===== config.mk =====
export PLATFORM = sky130hd
export DESIGN_NAME = exc_ctrl_unit
export DESIGN_NICKNAME = d
export VERILOG_FILES = /design/src/rtl/cop0_pkg.sv /design/src/rtl/irq_sync_edge.sv /design/src/rtl/exc_ctrl_unit.sv
export SDC_FILE = /design/constraint.sdc
export NUM_CORES = 1
export LEC_CHECK = 0
export BUFFER_PORTS_ARGS = -buffer_cell sky130_fd_sc_hd__buf_4
export CORE_ASPECT_RATIO = 1.75
export CORE_MARGIN = 4
export CORE_UTILIZATION = 35
export DETAILED_ROUTE_END_ITERATION = 7
export GPL_ROUTABILITY_DRIVEN = 0
export PLACE_DENSITY_LB_ADDON = 0.08
export SLEW_MARGIN = 20
export SYNTH_ARGS = -nofsm -noshare
export SYNTH_HDL_FRONTEND = slang
export SYNTH_HIERARCHICAL = 1
export SYNTH_SLANG_ARGS = --single-unit
export TNS_END_PERCENT = 20

===== constraint.sdc =====
create_clock -name iCLK -period 3.1 [get_ports iCLK]
set_input_delay 0.465 -clock iCLK [delete_from_list [all_inputs] [get_ports iCLK]]
set_output_delay 0.465 -clock iCLK [all_outputs]
set_load 0.02 [all_outputs]

===== src/rtl/cop0_pkg.sv =====
// Shared COP0 definitions: exception FSM states, ExcCode values and the handler vector.
// Used by the exception front end and by the COP0 register file.
package cop0_pkg;

    typedef enum logic [1:0] {
        ST_IDLE    = 2'd0,
        ST_FLUSH   = 2'd1,
        ST_COMMIT  = 2'd2,
        ST_WAIT_EL = 2'd3
    } excState_t;

    localparam logic [4:0] EXC_INT  = 5'd0;
    localparam logic [4:0] EXC_ADEL = 5'd4;
    localparam logic [4:0] EXC_ADES = 5'd5;
    localparam logic [4:0] EXC_SYS  = 5'd8;
    localparam logic [4:0] EXC_BP   = 5'd9;
    localparam logic [4:0] EXC_RI   = 5'd10;
    localparam logic [4:0] EXC_OV   = 5'd12;

    localparam logic [31:0] EXC_VECTOR_DEFAULT = 32'h8000_0180;

    // A faulting delay-slot instruction restarts at its branch, one word earlier.
    function automatic logic [31:0] epcOf(input logic [31:0] pc, input logic inDelaySlot);
        return inDelaySlot ? (pc - 32'd4) : pc;
    endfunction

endpackage


===== src/rtl/irq_sync_edge.sv =====
// One interrupt line: multi-flop synchronizer followed by a rising-edge detector.
module irq_sync_edge #(
    parameter int SYNC_STAGES = 2
) (
    input  logic iCLK,
    input  logic iCLR_n,
    input  logic iIrq,
    output logic oRise
);

    logic [SYNC_STAGES-1:0] syncChain;
    logic                   prevLevel;

    always_ff @(posedge iCLK or negedge iCLR_n) begin
        if (!iCLR_n) begin
            syncChain <= '0;
            prevLevel <= 1'b0;
        end else begin
            syncChain <= {syncChain[SYNC_STAGES-2:0], iIrq};
            prevLevel <= syncChain[SYNC_STAGES-1];
        end
    end

    assign oRise = syncChain[SYNC_STAGES-1] & ~prevLevel;

endmodule


===== src/rtl/exc_ctrl_unit.sv =====
// Exception/interrupt front end for COP0: latches interrupt edges, arbitrates against
// pipeline exceptions, handshakes a pipeline flush and issues the one-cycle commit.
module exc_ctrl_unit
    import cop0_pkg::*;
#(
    parameter int          NUM_IRQ     = 7,
    parameter int          SYNC_STAGES = 2,
    parameter logic [31:0] EXC_VECTOR  = EXC_VECTOR_DEFAULT
) (
    input  logic               iCLK,
    input  logic               iCLR_n,
    input  logic [NUM_IRQ-1:0] iIrq,
    input  logic [NUM_IRQ-1:0] iIrqAck,
    input  logic [7:0]         iInterruptMask,
    input  logic               iExcLevel,
    input  logic               iExcReq,
    input  logic [4:0]         iExcReqCode,
    input  logic [31:0]        iInstrPC,
    input  logic               iInBranchDelay,
    input  logic               iFlushAck,
    output logic [7:0]         oPendingInterrupt,
    output logic               oFlushReq,
    output logic               oExcOccurred,
    output logic [4:0]         oExcCode,
    output logic               oBranchDelay,
    output logic [31:0]        oEPC,
    output logic               oPCRedirect,
    output logic [31:0]        oHandlerAddr
);

    logic [NUM_IRQ-1:0] irqRise;
    logic [NUM_IRQ-1:0] pending;
    excState_t          stateQ, stateNext;
    logic               captureEn;
    logic               captureSync;

    for (genvar i = 0; i < NUM_IRQ; i++) begin : gIrq
        irq_sync_edge #(.SYNC_STAGES(SYNC_STAGES)) uSync (
            .iCLK   (iCLK),
            .iCLR_n (iCLR_n),
            .iIrq   (iIrq[i]),
            .oRise  (irqRise[i])
        );
    end

    // A fresh edge beats a simultaneous acknowledge so no interrupt is lost.
    always_ff @(posedge iCLK or negedge iCLR_n) begin
        if (!iCLR_n) begin
            pending <= '0;
        end else begin
            pending <= irqRise | (pending & ~iIrqAck);
        end
    end

    always_comb begin
        oPendingInterrupt = '0;
        oPendingInterrupt[NUM_IRQ-1:0] = pending;
    end

    always_ff @(posedge iCLK or negedge iCLR_n) begin
        if (!iCLR_n) begin
            stateQ <= ST_IDLE;
        end else begin
            stateQ <= stateNext;
        end
    end

    // Synchronous exceptions take priority and ignore SR.EL; triggers only count in IDLE.
    always_comb begin
        stateNext   = stateQ;
        captureEn   = 1'b0;
        captureSync = 1'b0;
        case (stateQ)
            ST_IDLE: begin
                if (iExcReq) begin
                    captureEn   = 1'b1;
                    captureSync = 1'b1;
                    stateNext   = ST_FLUSH;
                end else if ((|iInterruptMask) && !iExcLevel) begin
                    captureEn = 1'b1;
                    stateNext = ST_FLUSH;
                end
            end
            ST_FLUSH: begin
                if (iFlushAck) begin
                    stateNext = ST_COMMIT;
                end
            end
            ST_COMMIT: begin
                stateNext = ST_WAIT_EL;
            end
            ST_WAIT_EL: begin
                if (iExcLevel) begin
                    stateNext = ST_IDLE;
                end
            end
            default: begin
                stateNext = ST_IDLE;
            end
        endcase
    end

    always_ff @(posedge iCLK or negedge iCLR_n) begin
        if (!iCLR_n) begin
            oExcCode     <= '0;
            oBranchDelay <= 1'b0;
            oEPC         <= '0;
        end else if (captureEn) begin
            oExcCode     <= captureSync ? iExcReqCode : EXC_INT;
            oBranchDelay <= iInBranchDelay;
            oEPC         <= epcOf(iInstrPC, iInBranchDelay);
        end
    end

    assign oFlushReq    = (stateQ == ST_FLUSH);
    assign oExcOccurred = (stateQ == ST_COMMIT);
    assign oPCRedirect  = (stateQ == ST_COMMIT);
    assign oHandlerAddr = EXC_VECTOR;

endmodule


* Yosys cells after proc, flatten, opt, wreduce, memory -nomap -nowiden *
Cells that the tools add are included.

operators by class
  $add $sub $neg = 1
  eq/ne operators = 6
  mux-type cells = 12
  bitwise gates (word level) = 17
  reductions and logical operators = 5

operator list
  operator                                                               count
  32-bit 2-to-1 mux                                                      1
  32-bit by 3-bit subtractor with 32-bit output (second input constant)  1
  2-bit 2-to-1 mux                                                       4
  2-bit case mux with 4 select lines                                     1
  8-bit OR reduction                                                     1
  1-bit AND                                                              7
  7-bit AND                                                              1
  1-bit NOT                                                              7
  7-bit NOT                                                              1
  7-bit bitwise OR                                                       1
  1-bit 2-to-1 mux                                                       5
  5-bit 2-to-1 mux                                                       1
  2-bit == test (second input constant)                                  2
  2-bit inequality test (second input constant)                          2
  3-bit inequality test (second input constant)                          1
  3-bit AND reduction                                                    1
  2-bit by 1-bit == test with 1-bit output (second input constant)       1
  2-bit zero test                                                        1
  1-bit logical AND                                                      1
  1-bit zero test                                                        1

word-level totals
  register bits = 68
  output and inout port bits = 81

* Depth between registers and ports, before layout *
Gate-level depths: netlist of run 1.

  word-level depth = 5
  mapped depth = 9

* Cells and area by module *
Netlist of run 1, hierarchy kept.

modules (own cells, without submodules)
  module         instances  cells each  area an instance (µm²)
  exc_ctrl_unit  1          280         2755.1
  irq_sync_edge  7          4           88.8

* Least setup slack after synthesis of run 1 *
Ideal clock, no wire load.

  path type = register to register
  start point = register stateQ[0]
  end point = register oEPC[10]
  library setup time = 141 ps
  data arrival time = 2086 ps
  path slack = 873 ps
  stages on the path, launching flop included = 10
  path through = dfrtp_1 -> inv_1 -> ha_1 -> and2_1 -> clkbuf_1 -> or2_2 -> clkbuf_1 -> clkbuf_1 -> clkbuf_1 -> a31oi_1

on the way
  longest elaborated chain between the ends = 2

ends and longest elaborated chain
  element                 line                  RTL
  start, declared         exc_ctrl_unit.sv:33   excState_t stateQ, stateNext;
  start signal, assigned  exc_ctrl_unit.sv:64   stateQ <= stateNext;
  2-bit zero test         exc_ctrl_unit.sv:73   case (stateQ)
  1-bit 2-to-1 mux        exc_ctrl_unit.sv:73
  end signal, assigned    exc_ctrl_unit.sv:111  oEPC <= epcOf(iInstrPC, iInBranchDelay);
  end, declared           exc_ctrl_unit.sv:26   output logic [31:0] oEPC,

Every way passes these cells.
A chain may end at the register's enable or synchronous reset.

* Final worst setup path of run 1 *
  start point = input iInstrPC[3]
  end point = register oEPC[26]

on the way
  longest elaborated chain between the ends = 2

ends and longest elaborated chain
  element                                        line                 RTL
  start, declared                                exc_ctrl_unit.sv:18  input logic [31:0] iInstrPC,
  32-bit by 3-bit subtractor with 32-bit output  cop0_pkg.sv:24       return inDelaySlot ? (pc - 32'd4) : pc;
  32-bit 2-to-1 mux                              cop0_pkg.sv:24

Every way passes these cells.

==> impl_summary.txt, run 1 <==
----------------------------------------------------
[Status]
  Outcome ... complete, no violations

[Timing]
  Period utilisation layout ... between 60% and 70%
  Transition at the pin with the smallest max-transition slack ... 0.8817 ns
  Post-layout minimum cycle time ... 2.050 ns
  Worst slew margin relative to its limit ... 41.22%
  Achievable frequency ... between 400 and 500 MHz
  Worst Clk Skew ... roughly 0.0070 ns
  Fin. Hold Viols ... 0
  Number of pins with negative max-slew slack in the final report ... 0
  Finish-stage setup viols ... 0
  Total negative slack for setup checks ... 0 ns
  Setup repair after global routing missed its margin ... false

[Cells and area]
  Ratio of cells with drive above 1 in the final layout ... about two fifths
  Leading cell type in the layout, fill and taps excluded ... sky130_fd_sc_hd__buf_4
  Area Overhead vs Synth ... 34.49%
  Leading cell types in the layout, fill and taps excluded ... sky130_fd_sc_hd__buf_4, sky130_fd_sc_hd__dfrtp_1, sky130_fd_sc_hd__conb_1
  Final layout net count ... about 490
  Number of inserted filler cells in the final layout ... between 900 and 1000
  Final core utilization ... a little under half
  Number of inserted diodes ... 0

[Floorplanning]
  Top-Level Pins ... about 150
  Effective utilization at floorplan ... ~36%
  Height of the chip ... 137.9 µm
  Area of the die ... between 10000 and 15000 µm²
  Die W ... roughly 82 µm
  Number of cell rows ... 47
  Core outline area ... 9468 µm²

[Worst setup path]
  Type of the setup path with the least slack ... in -> reg
  Critical path peak fanout ... 17
  CP Data Arrival Time ... ~2.3 ns
  Critical path required time ... 3.36 ns
  Critical Path Source Type ... input port
  Worst Setup End Kind ... flop

[Yosys]
  Average instance area after synthesis ... between 10 and 15 µm²
  Synth Cell Area ... ~3400 µm²
  Distinct cell type count of the synthesized netlist ... 37
  #FFs+latches synth ... 68
  Count of flip-flops with a built-in enable after synthesis ... 0
  Flip-flop cell with the highest count after synthesis ... sky130_fd_sc_hd__dfrtp_1
  Async set-or-reset flop fraction in the synthesized netlist ... 100.0%
  Number of cells produced by synthesis ... around 310
  Number of warning messages in the yosys log ... 6
  Post-synthesis sequential area ratio ... 50.39%

[Route]
  Antenna Nets Post-Route ... 0
  DR DRC count ... 0
  Average routed wire per standard cell ... around 15 µm
  Pre-Repair DR Iteration Count ... 4
  DR iter-0 viols ... 69
  Total via count in the routed design ... roughly 2600
  Detailed-route wire length ... 8346 µm
  Vias per cell ... between 4 and 5

[Placed design]
  Placed wire-length estimate after detailed placement ... approximately 6200 µm
  Count of input and output buffers ... 112

[Worst hold path]
  Hold Path Class ... in -> async

[Global routing]
  Vias in the first global route ... between 2000 and 3000
  Pin count of the biggest net entering global routing ... 69
  Wire length of the first global-routing pass ... 13100 µm
  Number of antenna violations at the first check in global routing ... 0
  Global-route total usage across every layer ... 15.35%
  Residual overflow from global routing ... 0

[Clocking]
  CTS resizes ... 0
  Later-pin clock latency in the skew report ... 0.33 ns
  Clock transition at path regs ... approximately 0.060 ns
  H-tree depth ... 3
  Buffers from clock root to sink, at most ... 2
  Number of buffers inserted by hold repair at cts ... 0
  Number of buffers inserted to repair setup after CTS ... 0
  Num Clock Sinks ... between 60 and 70
  Number of clock buffers inserted by TritonCTS ... 9
  Clock tree from TritonCTS ... built
  Clk root buf ... sky130_fd_sc_hd__clkbuf_16

[Run]
  Total of max-cap violations ... 0

[Pwr]
  Maximum ir drop on the vdd rail ... slightly above 0.4 mV
  Power Density ... 871.2 nW/µm²
  P_leak ... around 2.1 nW

----------------------------------------------------
power by group:
group / leakage [nW] / switching [W] / total [W] / internal [W]
Combinational: 1.16 / 0.000872 / 0.00159 / 0.000719
Sequential: 0.790 / 0.000157 / 0.00133 / 0.00118
Clock: 0.149 / 0.000367 / 0.00103 / 0.000663
sequential cells by signal, indices dropped and copies added (netlist names):
signal,flops
gIrq.uSync/prevLevel,7
gIrq.uSync/syncChain,14
oBranchDelay,1
oEPC,32
oExcCode,5
pending,7
stateQ,2
through the flow:
| stage | power (W) | instance area [µm²] | std cells | hold WS [ns] | worst slack [ns] |
|---|---|---|---|---|---|
| floorplan | 0.002304 | 3493 | 339 | 0.1694 | 0.8726 |
| global placement | 0.002960 | 4238 | 533 | 0.3331 | 0.7494 |
| detailed placement | 0.002977 | 4238 | 533 | 0.3358 | 0.6848 |
| CTS | 0.004022 | 4542 | 549 | 0.2307 | 1.023 |
| global route | 0.004212 | 4542 | 549 | 0.2261 | 0.8841 |
| finish | 0.003957 | 4542 | 549 | 0.2221 | 1.050 |
Yosys cell counts (2+ instances only):
cell,n,area share [%]
sky130_fd_sc_hd__conb_1,2,0.22
sky130_fd_sc_hd__a22o_1,5,1.3
sky130_fd_sc_hd__nand4b_1,2,0.52
sky130_fd_sc_hd__ha_1,5,1.9
sky130_fd_sc_hd__nor3_1,25,3.7
sky130_fd_sc_hd__o31ai_1,13,2.9
sky130_fd_sc_hd__mux2_2,13,4.3
sky130_fd_sc_hd__or4_4,2,0.67
sky130_fd_sc_hd__buf_4,34,7.6
sky130_fd_sc_hd__o21ai_0,4,0.59
sky130_fd_sc_hd__or3_1,7,1.3
sky130_fd_sc_hd__clkbuf_1,12,1.3
sky130_fd_sc_hd__nor2_1,7,0.78
sky130_fd_sc_hd__nor4_1,5,0.93
sky130_fd_sc_hd__a31oi_1,19,3.5
sky130_fd_sc_hd__nand3_1,3,0.44
sky130_fd_sc_hd__nor2b_4,7,2.9
sky130_fd_sc_hd__a21oi_1,4,0.59
sky130_fd_sc_hd__or4_1,11,2.4
sky130_fd_sc_hd__a21o_1,8,1.8
sky130_fd_sc_hd__inv_1,14,1.6
sky130_fd_sc_hd__or4_2,2,0.52
sky130_fd_sc_hd__or3_2,2,0.44
sky130_fd_sc_hd__xnor2_1,11,2.9
sky130_fd_sc_hd__nand4_1,3,0.56
sky130_fd_sc_hd__nand2_1,6,0.67
sky130_fd_sc_hd__or2_2,5,0.93
sky130_fd_sc_hd__dfrtp_1,68,50
cells by family (layout without fill, tap and decap cells):
logic type,count (synthesis),in the layout,synth area share [%]
AOI/OAI and AO/OA,55,55,11.15
buffers and inverters,61,149,10.60
and+or+nand+nor,92,92,18.30
other,2,33,0.2224
muxes,14,14,4.631
xor gates and xnor gates,11,11,2.853
DFF,68,68,50.39
adders and majority gates,5,5,1.853
layer usage:
layer	wire length (µm)	global-route usage, %
met5	0	0
met1	3113	16.88
met3	557	4.681
met2	4563	27.41
met4	112	4.991
area by class of cell:
cell class | count | area [µm²] | share of cell area [%]
Sequential cell | 68 | 1702 | 37.47
Tap cell | 122 | 152.6 | 3.361
Inverter | 14 | 52.55 | 1.157
Timing Repair Buffer | 119 | 893.4 | 19.67
Clock buffer | 12 | 256.5 | 5.647
Clock inverter | 4 | 47.55 | 1.047
Multi-Input combinational cell | 210 | 1438 | 31.65
critical path, stage by stage:
cell	delay, ns
sky130_fd_sc_hd__buf_4	0.12
sky130_fd_sc_hd__inv_1	0.07
sky130_fd_sc_hd__ha_1	0.18
sky130_fd_sc_hd__and3b_1	0.25
sky130_fd_sc_hd__nand3_1	0.41
sky130_fd_sc_hd__or4_1	0.64
sky130_fd_sc_hd__a31oi_1	0.17
worst paths after layout:
path                                                 startpoint                              endpoint  cells past startpoint  slack (ns)
max                                                 iInstrPC[3]                  oEPC[26]$_DFFE_PN0P_                      7        1.05
min                                                      iCLR_n                  oEPC[19]$_DFFE_PN0P_                      1        0.22
max reg2reg                               stateQ[0]$_DFFE_PN0P_                   oEPC[8]$_DFFE_PN0P_                      6        1.07
min reg2reg                gIrq[2].uSync/syncChain[0]$_DFF_PN0_  gIrq[2].uSync/syncChain[1]$_DFF_PN0_                      0        0.35
max in group asynchronous                                iCLR_n                  oEPC[13]$_DFFE_PN0P_                      1        2.26
min in group iCLK                                       iIrq[5]  gIrq[5].uSync/syncChain[0]$_DFF_PN0_                      1        0.24
(Power assumes the default switching activity.)
==> run 2, diff against run 1 <==
==> constraint.sdc (replaced) <==
create_clock -name iCLK -period 1.9 [get_ports iCLK]
set_input_delay 0.285 -clock iCLK [delete_from_list [all_inputs] [get_ports iCLK]]
set_output_delay 0.285 -clock iCLK [all_outputs]
set_load 0.02 [all_outputs]
==> run 2 against run 1 <==
Net effect: routed wire length increased by 2.8%; final cell count rose by 5.8%; clock power is 86% higher; die area did not move; critical path type unchanged; combinational power grew 71%; utilization rose by 3.4 points; sequential share of layout area is 2.5 points lower; worst setup slack lost 0.93 ns; clock skew is 0.0027 ns lower; via count is 4.1% higher; sequential power is 65% higher; power grew 73%.
==> impl_summary.txt, run 2 (synthesis results as in run 1) <==
----------------------------------------------------
[Status]
  Outcome ... complete, no violations

[Global routing]
  Pin count of the biggest net entering global routing ... 46
  Vias in the first global route ... 2856
  Residual overflow from global routing ... 0
  Number of antenna violations at the first check in global routing ... 0
  Wire length of the first global-routing pass ... ~14000 µm
  Global-route total usage across every layer ... roughly 16%

[Pwr]
  Switching share of power ... 33.93%
  Reg power frac ... 32.1%
  Cell-internal power ... between 0.004 and 0.005 W
  Maximum ir drop on the vdd rail ... a little over 0.6 mV
  Comb pwr share ... around 40%
  P_leak ... ~2.3 nW
  Clock power frac ... 28.1%
  Net switching component of the power ... approximately 0.0023 W
  Power Density ... around 1400 nW/µm²

[Floorplanning]
  Die W ... around 80 µm
  Number of cell rows ... 47
  Top-Level Pins ... between 100 and 150
  Height of the chip ... 137.9 µm
  Effective utilization at floorplan ... a little over a third
  Area of the die ... 11350 µm²
  Core outline area ... roughly 9500 µm²

[Timing]
  Period utilisation layout ... between 90 and 100%
  Finish-stage setup viols ... 0
  Total negative slack for setup checks ... 0 ns
  Worst Clk Skew ... roughly 0.0042 ns
  Number of pins with negative max-slew slack in the final report ... 0
  Achievable frequency ... ~560 MHz
  Final setup slack of the worst path ... 0.1189 ns
  Setup repair after global routing missed its margin ... false
  Post-layout minimum cycle time ... ~1.8 ns
  Fin. Hold Viols ... 0

[Clocking]
  Clock tree from TritonCTS ... built
  Number of buffers inserted to repair setup after CTS ... 0
  Buffers from clock root to sink, at most ... 2
  H-tree depth ... 3
  Number of clock buffers inserted by TritonCTS ... 9
  Num Clock Sinks ... 68
  Later-pin clock latency in the skew report ... roughly 0.32 ns
  Clock transition at path regs ... 0.06 ns
  Clk root buf ... sky130_fd_sc_hd__clkbuf_16

[Cells and area]
  Leading cell types in the layout, fill and taps excluded ... sky130_fd_sc_hd__buf_4, sky130_fd_sc_hd__dfrtp_1, sky130_fd_sc_hd__conb_1
  Largest registers ... oEPC: 32 flops, gIrq.uSync/syncChain: 14 flops
  Reg with most FFs ... oEPC
  Leading cell type in the layout, fill and taps excluded ... sky130_fd_sc_hd__buf_4
  Area Overhead vs Synth ... 44.09%
  Number of inserted diodes ... 0
  Ratio of cells with drive above 1 in the final layout ... between 40 and 50%
  Non-filler cells, final ... between 500 and 600
  Final layout net count ... approximately 520
  Flip-flop count of the largest register, all copies and words added ... 32

[Worst setup path]
  Critical path peak fanout ... 6
  Critical path required time ... approximately 2.2 ns
  Type of the setup path with the least slack ... in -> reg
  CP Data Arrival Time ... 2.03 ns
  Worst Setup End Kind ... flop
  Critical Path Source Type ... input port

[Route]
  Pre-Repair DR Iteration Count ... 4
  DR iter-0 viols ... approximately 50
  Total via count in the routed design ... about 2700
  Detailed-route wire length ... 8579 µm
  Antenna Nets Post-Route ... 0
  DR DRC count ... 0
  Vias per cell ... approximately 4.7
  Average routed wire per standard cell ... between 10 and 15 µm

[Placed design]
  Placed insts ... 564
  Pre-CTS setup slack ... -0.2209 ns
  Placed wire-length estimate after detailed placement ... around 6700 µm
  Count of input and output buffers ... 112

[Worst hold path]
  Hold Path Class ... in -> reg

[Run]
  Total of max-cap violations ... 0

----------------------------------------------------
-- run 2: repair_timing --
action                     in CTS  in global routing
hold buffers                    1                  0
resized for setup               1                  5
pin swaps                       0                  0
setup endpoints to repair       5                 32
hold endpoints to repair       23                  0
-- run 2: per-layer routing --
| metal | vias to the layer above | share of wire (%) | GRT usage (%) |
|---|---|---|---|
| met4 | 0 | 1.8 | 8.041 |
| met1 | 1305 | 36 | 17.21 |
| met2 | 89 | 56 | 28.97 |
| met5 | - | 0 | 0 |
| li1 | 1339 | - | - |
| met3 | 11 | 6.8 | 3.446 |
-- run 2: path summary, 6_finish.rpt --
check / start / end / slack (ns) / depth (start not counted)
max: iInstrPC[25] / oEPC[30]$_DFFE_PN0P_ / 0.12 / 5
min: iIrq[5] / gIrq[5].uSync/syncChain[0]$_DFF_PN0_ / 0.06 / 1
max reg2reg: stateQ[1]$_DFFE_PN0P_ / oExcCode[3]$_DFFE_PN0P_ / 0.12 / 9
min reg2reg: gIrq[0].uSync/syncChain[0]$_DFF_PN0_ / gIrq[0].uSync/syncChain[1]$_DFF_PN0_ / 0.35 / 0
max in group asynchronous: iCLR_n / oEPC[21]$_DFFE_PN0P_ / 0.94 / 3
min in group asynchronous: iCLR_n / pending[0]$_DFF_PN0_ / 0.41 / 2
-- run 2: worst max-delay path: stages --
cell	delay, ns
sky130_fd_sc_hd__buf_4	0.11
sky130_fd_sc_hd__or4_4	0.57
sky130_fd_sc_hd__or4_4	0.53
sky130_fd_sc_hd__or4_1	0.40
sky130_fd_sc_hd__a31oi_1	0.13
-- run 2: area by class of cell --
class	instances	area [µm²]
Clock buffer	10	239.0
Clock inverter	6	111.4
Fill cell	918	4602
Inverter	14	52.55
Multi-Input combinational cell	210	1453
Sequential cell	68	1702
Tap cell	122	152.6
Timing Repair Buffer	151	1156
-- run 2: power groups by stage --
stage	combinational (W)	sequential, W	clock, W
2_1_floorplan	0.00111	0.00269	0
5_1_grt	0.00297	0.00225	0.00205
4_1_cts	0.00274	0.00220	0.00198
6_report	0.00272	0.00219	0.00192
3_5_place_dp	0.00273	0.00222	0
3_3_place_gp	0.00271	0.00221	0
-- run 2: per-stage QoR --
stage / utilization (%) / hold slack, ns / instance area [µm²] / total power, W
after detailed placement: 47.35 / 0.2094 / 4483 / 0.004950
after floorplan: - / -0.01059 / 3515 / 0.003797
final: 51.39 / 0.06245 / 4866 / 0.006828
after global placement: 47.35 / 0.2092 / 4483 / 0.004922
after global routing: 51.39 / 0.04452 / 4866 / 0.007272
after CTS: 51.20 / 0.04449 / 4847 / 0.006927
==> run 3, diff against run 2 <==
--- a/config.mk
+++ b/config.mk
@@ -6,9 +6,11 @@
 export NUM_CORES = 1
 export LEC_CHECK = 0
 export BUFFER_PORTS_ARGS = -buffer_cell sky130_fd_sc_hd__buf_4
+export CELL_PAD_IN_SITES_DETAIL_PLACEMENT = 2
+export CELL_PAD_IN_SITES_GLOBAL_PLACEMENT = 2
 export CORE_ASPECT_RATIO = 1.75
 export CORE_MARGIN = 4
-export CORE_UTILIZATION = 35
+export CORE_UTILIZATION = 28
 export DETAILED_ROUTE_END_ITERATION = 7
 export GPL_ROUTABILITY_DRIVEN = 0
 export PLACE_DENSITY_LB_ADDON = 0.08
==> run 3 against run 2 <==
Net effect: via count rose by 5.1%; first-iteration DRC count down 37%; sequential cell count is the same; count of clock-buffer cells in the layout decreased by 1; sequential share of layout area is 0.16 points lower; utilization down 9.7 points; sequential power barely moved; worst setup slack got worse by 0.0061 ns; register-to-register slack gained 0.02 ns; largest power group unchanged; highest routed layer unchanged.
==> impl_summary.txt, run 3 (synthesis results as in run 1) <==
----------------------------------------------------
[Status]
  Outcome ... complete, no violations

[Floorplanning]
  Top-Level Pins ... around 150
  Number of cell rows ... 52
  Height of the chip ... approximately 150 µm
  Effective utilization at floorplan ... approximately 29%
  Core outline area ... about 12000 µm²
  Die W ... just over 90 µm
  Area of the die ... around 14000 µm²

[Timing]
  Finish-stage setup viols ... 0
  Number of pins with negative max-slew slack in the final report ... 0
  Post-layout minimum cycle time ... about 1.8 ns
  Achievable frequency ... roughly 560 MHz
  Worst Clk Skew ... between 0.005 and 0.006 ns
  Total negative slack for setup checks ... 0 ns
  Setup repair after global routing missed its margin ... true
  Fin. Hold Viols ... 0
  Period utilisation layout ... about 94%

[Cells and area]
  Number of inserted filler cells in the final layout ... between 1000 and 1500
  Multi-input logic area ... roughly 1400 µm²
  Leading cell types in the layout, fill and taps excluded ... sky130_fd_sc_hd__buf_4, sky130_fd_sc_hd__dfrtp_1, sky130_fd_sc_hd__conb_1
  Reg with most FFs ... oEPC
  Register cell area after layout ... ~1700 µm²
  Final layout net count ... 528
  Leading cell type in the layout, fill and taps excluded ... sky130_fd_sc_hd__buf_4
  Flip-flop count of the largest register, all copies and words added ... 32
  Area Overhead vs Synth ... 44.76%
  Largest registers ... oEPC: 32 flops, gIrq.uSync/syncChain: 14 flops
  Number of inserted diodes ... 0
  Ratio of cells with drive above 1 in the final layout ... 43.84%

[Clocking]
  Later-pin clock latency in the skew report ... between 0.3 and 0.4 ns
  H-tree depth ... 3
  Clk root buf ... sky130_fd_sc_hd__clkbuf_16
  Clock transition at path regs ... 0.06 ns
  Num Clock Sinks ... 68
  Number of clock buffers inserted by TritonCTS ... 9
  Clock tree from TritonCTS ... built
  Number of buffers inserted to repair setup after CTS ... 0
  Buffers from clock root to sink, at most ... 2

[Route]
  Average routed wire per standard cell ... around 17 µm
  DR iter-0 viols ... 31
  Vias per cell ... roughly 4.8
  DR DRC count ... 0
  Antenna Nets Post-Route ... 0
  Total via count in the routed design ... 2885
  Pre-Repair DR Iteration Count ... 4
  Detailed-route wire length ... between 10000 and 15000 µm

[Worst setup path]
  Critical path required time ... about 2.2 ns
  Critical Path Source Type ... input port
  CP Data Arrival Time ... approximately 2 ns
  Critical path peak fanout ... 6
  Type of the setup path with the least slack ... in -> reg
  Worst Setup End Kind ... flop

[Global routing]
  Global-route total usage across every layer ... 15.13%
  Wire length of the first global-routing pass ... around 17000 µm
  Pin count of the biggest net entering global routing ... 40
  Vias in the first global route ... approximately 3200
  Number of antenna violations at the first check in global routing ... 0
  Residual overflow from global routing ... 0

[Run]
  Total of max-cap violations ... 0

[Pwr]
  Maximum ir drop on the vdd rail ... approximately 0.53 mV
  Power Density ... 1400 nW/µm²
  P_leak ... between 2 and 2.5 nW
  Overall power of the completed layout ... 0.006843 W

[Worst hold path]
  Hold Path Class ... in -> reg

[Placed design]
  Placed wire-length estimate after detailed placement ... 8126 µm
  Count of input and output buffers ... approximately 110

----------------------------------------------------
==> run 3: layout make-up <==
class,count,area share [%]
flip-flops and latches,68,34.81
multi-input cells,210,29.46
repair buffers,155,24.44
clock buffers,9,4.607
well taps,135,3.455
clock inverters,7,2.150
inverters,14,1.075
==> run 3: per-stage QoR <==
step	std cells	util [%]	cell area (µm²)	hold WS (ns)	setup WS, ns
floorplan	339	-	3515	-0.01059	-0.03589
global placement	581	38.78	4542	0.2551	-0.2287
detailed placement	581	38.78	4542	0.2572	-0.2398
CTS	598	41.71	4885	0.04370	0.02086
global route	598	41.74	4888	0.04301	-0.005378
finish	598	41.74	4888	0.05526	0.1128
==> run 3: timing repair <==
| action | CTS | global route |
|---|---|---|
| resized for setup | 1 | 1 |
| pin swaps | 0 | 0 |
| hold buffers | 1 | 0 |
| endpoints found under the hold margin | 29 | 0 |
| setup endpoints to repair | 11 | 6 |
==> run 3: metal layers <==
metal  wire length (µm)  vias up  GRT usage (%)  part of all wire (%)
met5                  0        -              0                     0
met4                177        0          5.612                   1.7
met3                495       12          2.902                   4.8
met2               5716       93          28.11                    56
met1               3825     1440          16.79                    37
li1                   -     1340              -                     -
==> run 3: critical path, cell delays in order <==
cell	delay, ns
sky130_fd_sc_hd__buf_4	0.11
sky130_fd_sc_hd__or4_4	0.56
sky130_fd_sc_hd__or4_4	0.53
sky130_fd_sc_hd__or4_1	0.41
sky130_fd_sc_hd__a31oi_1	0.14
==> run 3: power breakdown <==
part           switching (W)  internal [W]
clock network       0.000688       0.00117
registers           0.000263       0.00192
logic                0.00150       0.00130
==> run 3: worst paths after layout <==
| path | startpoint | endpoint | slack [ns] | cells after the start |
|---|---|---|---|---|
| setup / recovery | iInstrPC[25] | oEPC[30]$_DFFE_PN0P_ | 0.11 | 5 |
| hold / removal | iIrq[5] | gIrq[5].uSync/syncChain[0]$_DFF_PN0_ | 0.06 | 1 |
| setup reg to reg | stateQ[1]$_DFFE_PN0P_ | oEPC[12]$_DFFE_PN0P_ | 0.14 | 6 |
| hold reg to reg | gIrq[4].uSync/syncChain[0]$_DFF_PN0_ | gIrq[4].uSync/syncChain[1]$_DFF_PN0_ | 0.35 | 0 |
| max in group asynchronous | iCLR_n | gIrq[4].uSync/syncChain[1]$_DFF_PN0_ | 0.91 | 3 |
| min in group asynchronous | iCLR_n | pending[6]$_DFF_PN0_ | 0.43 | 2 |
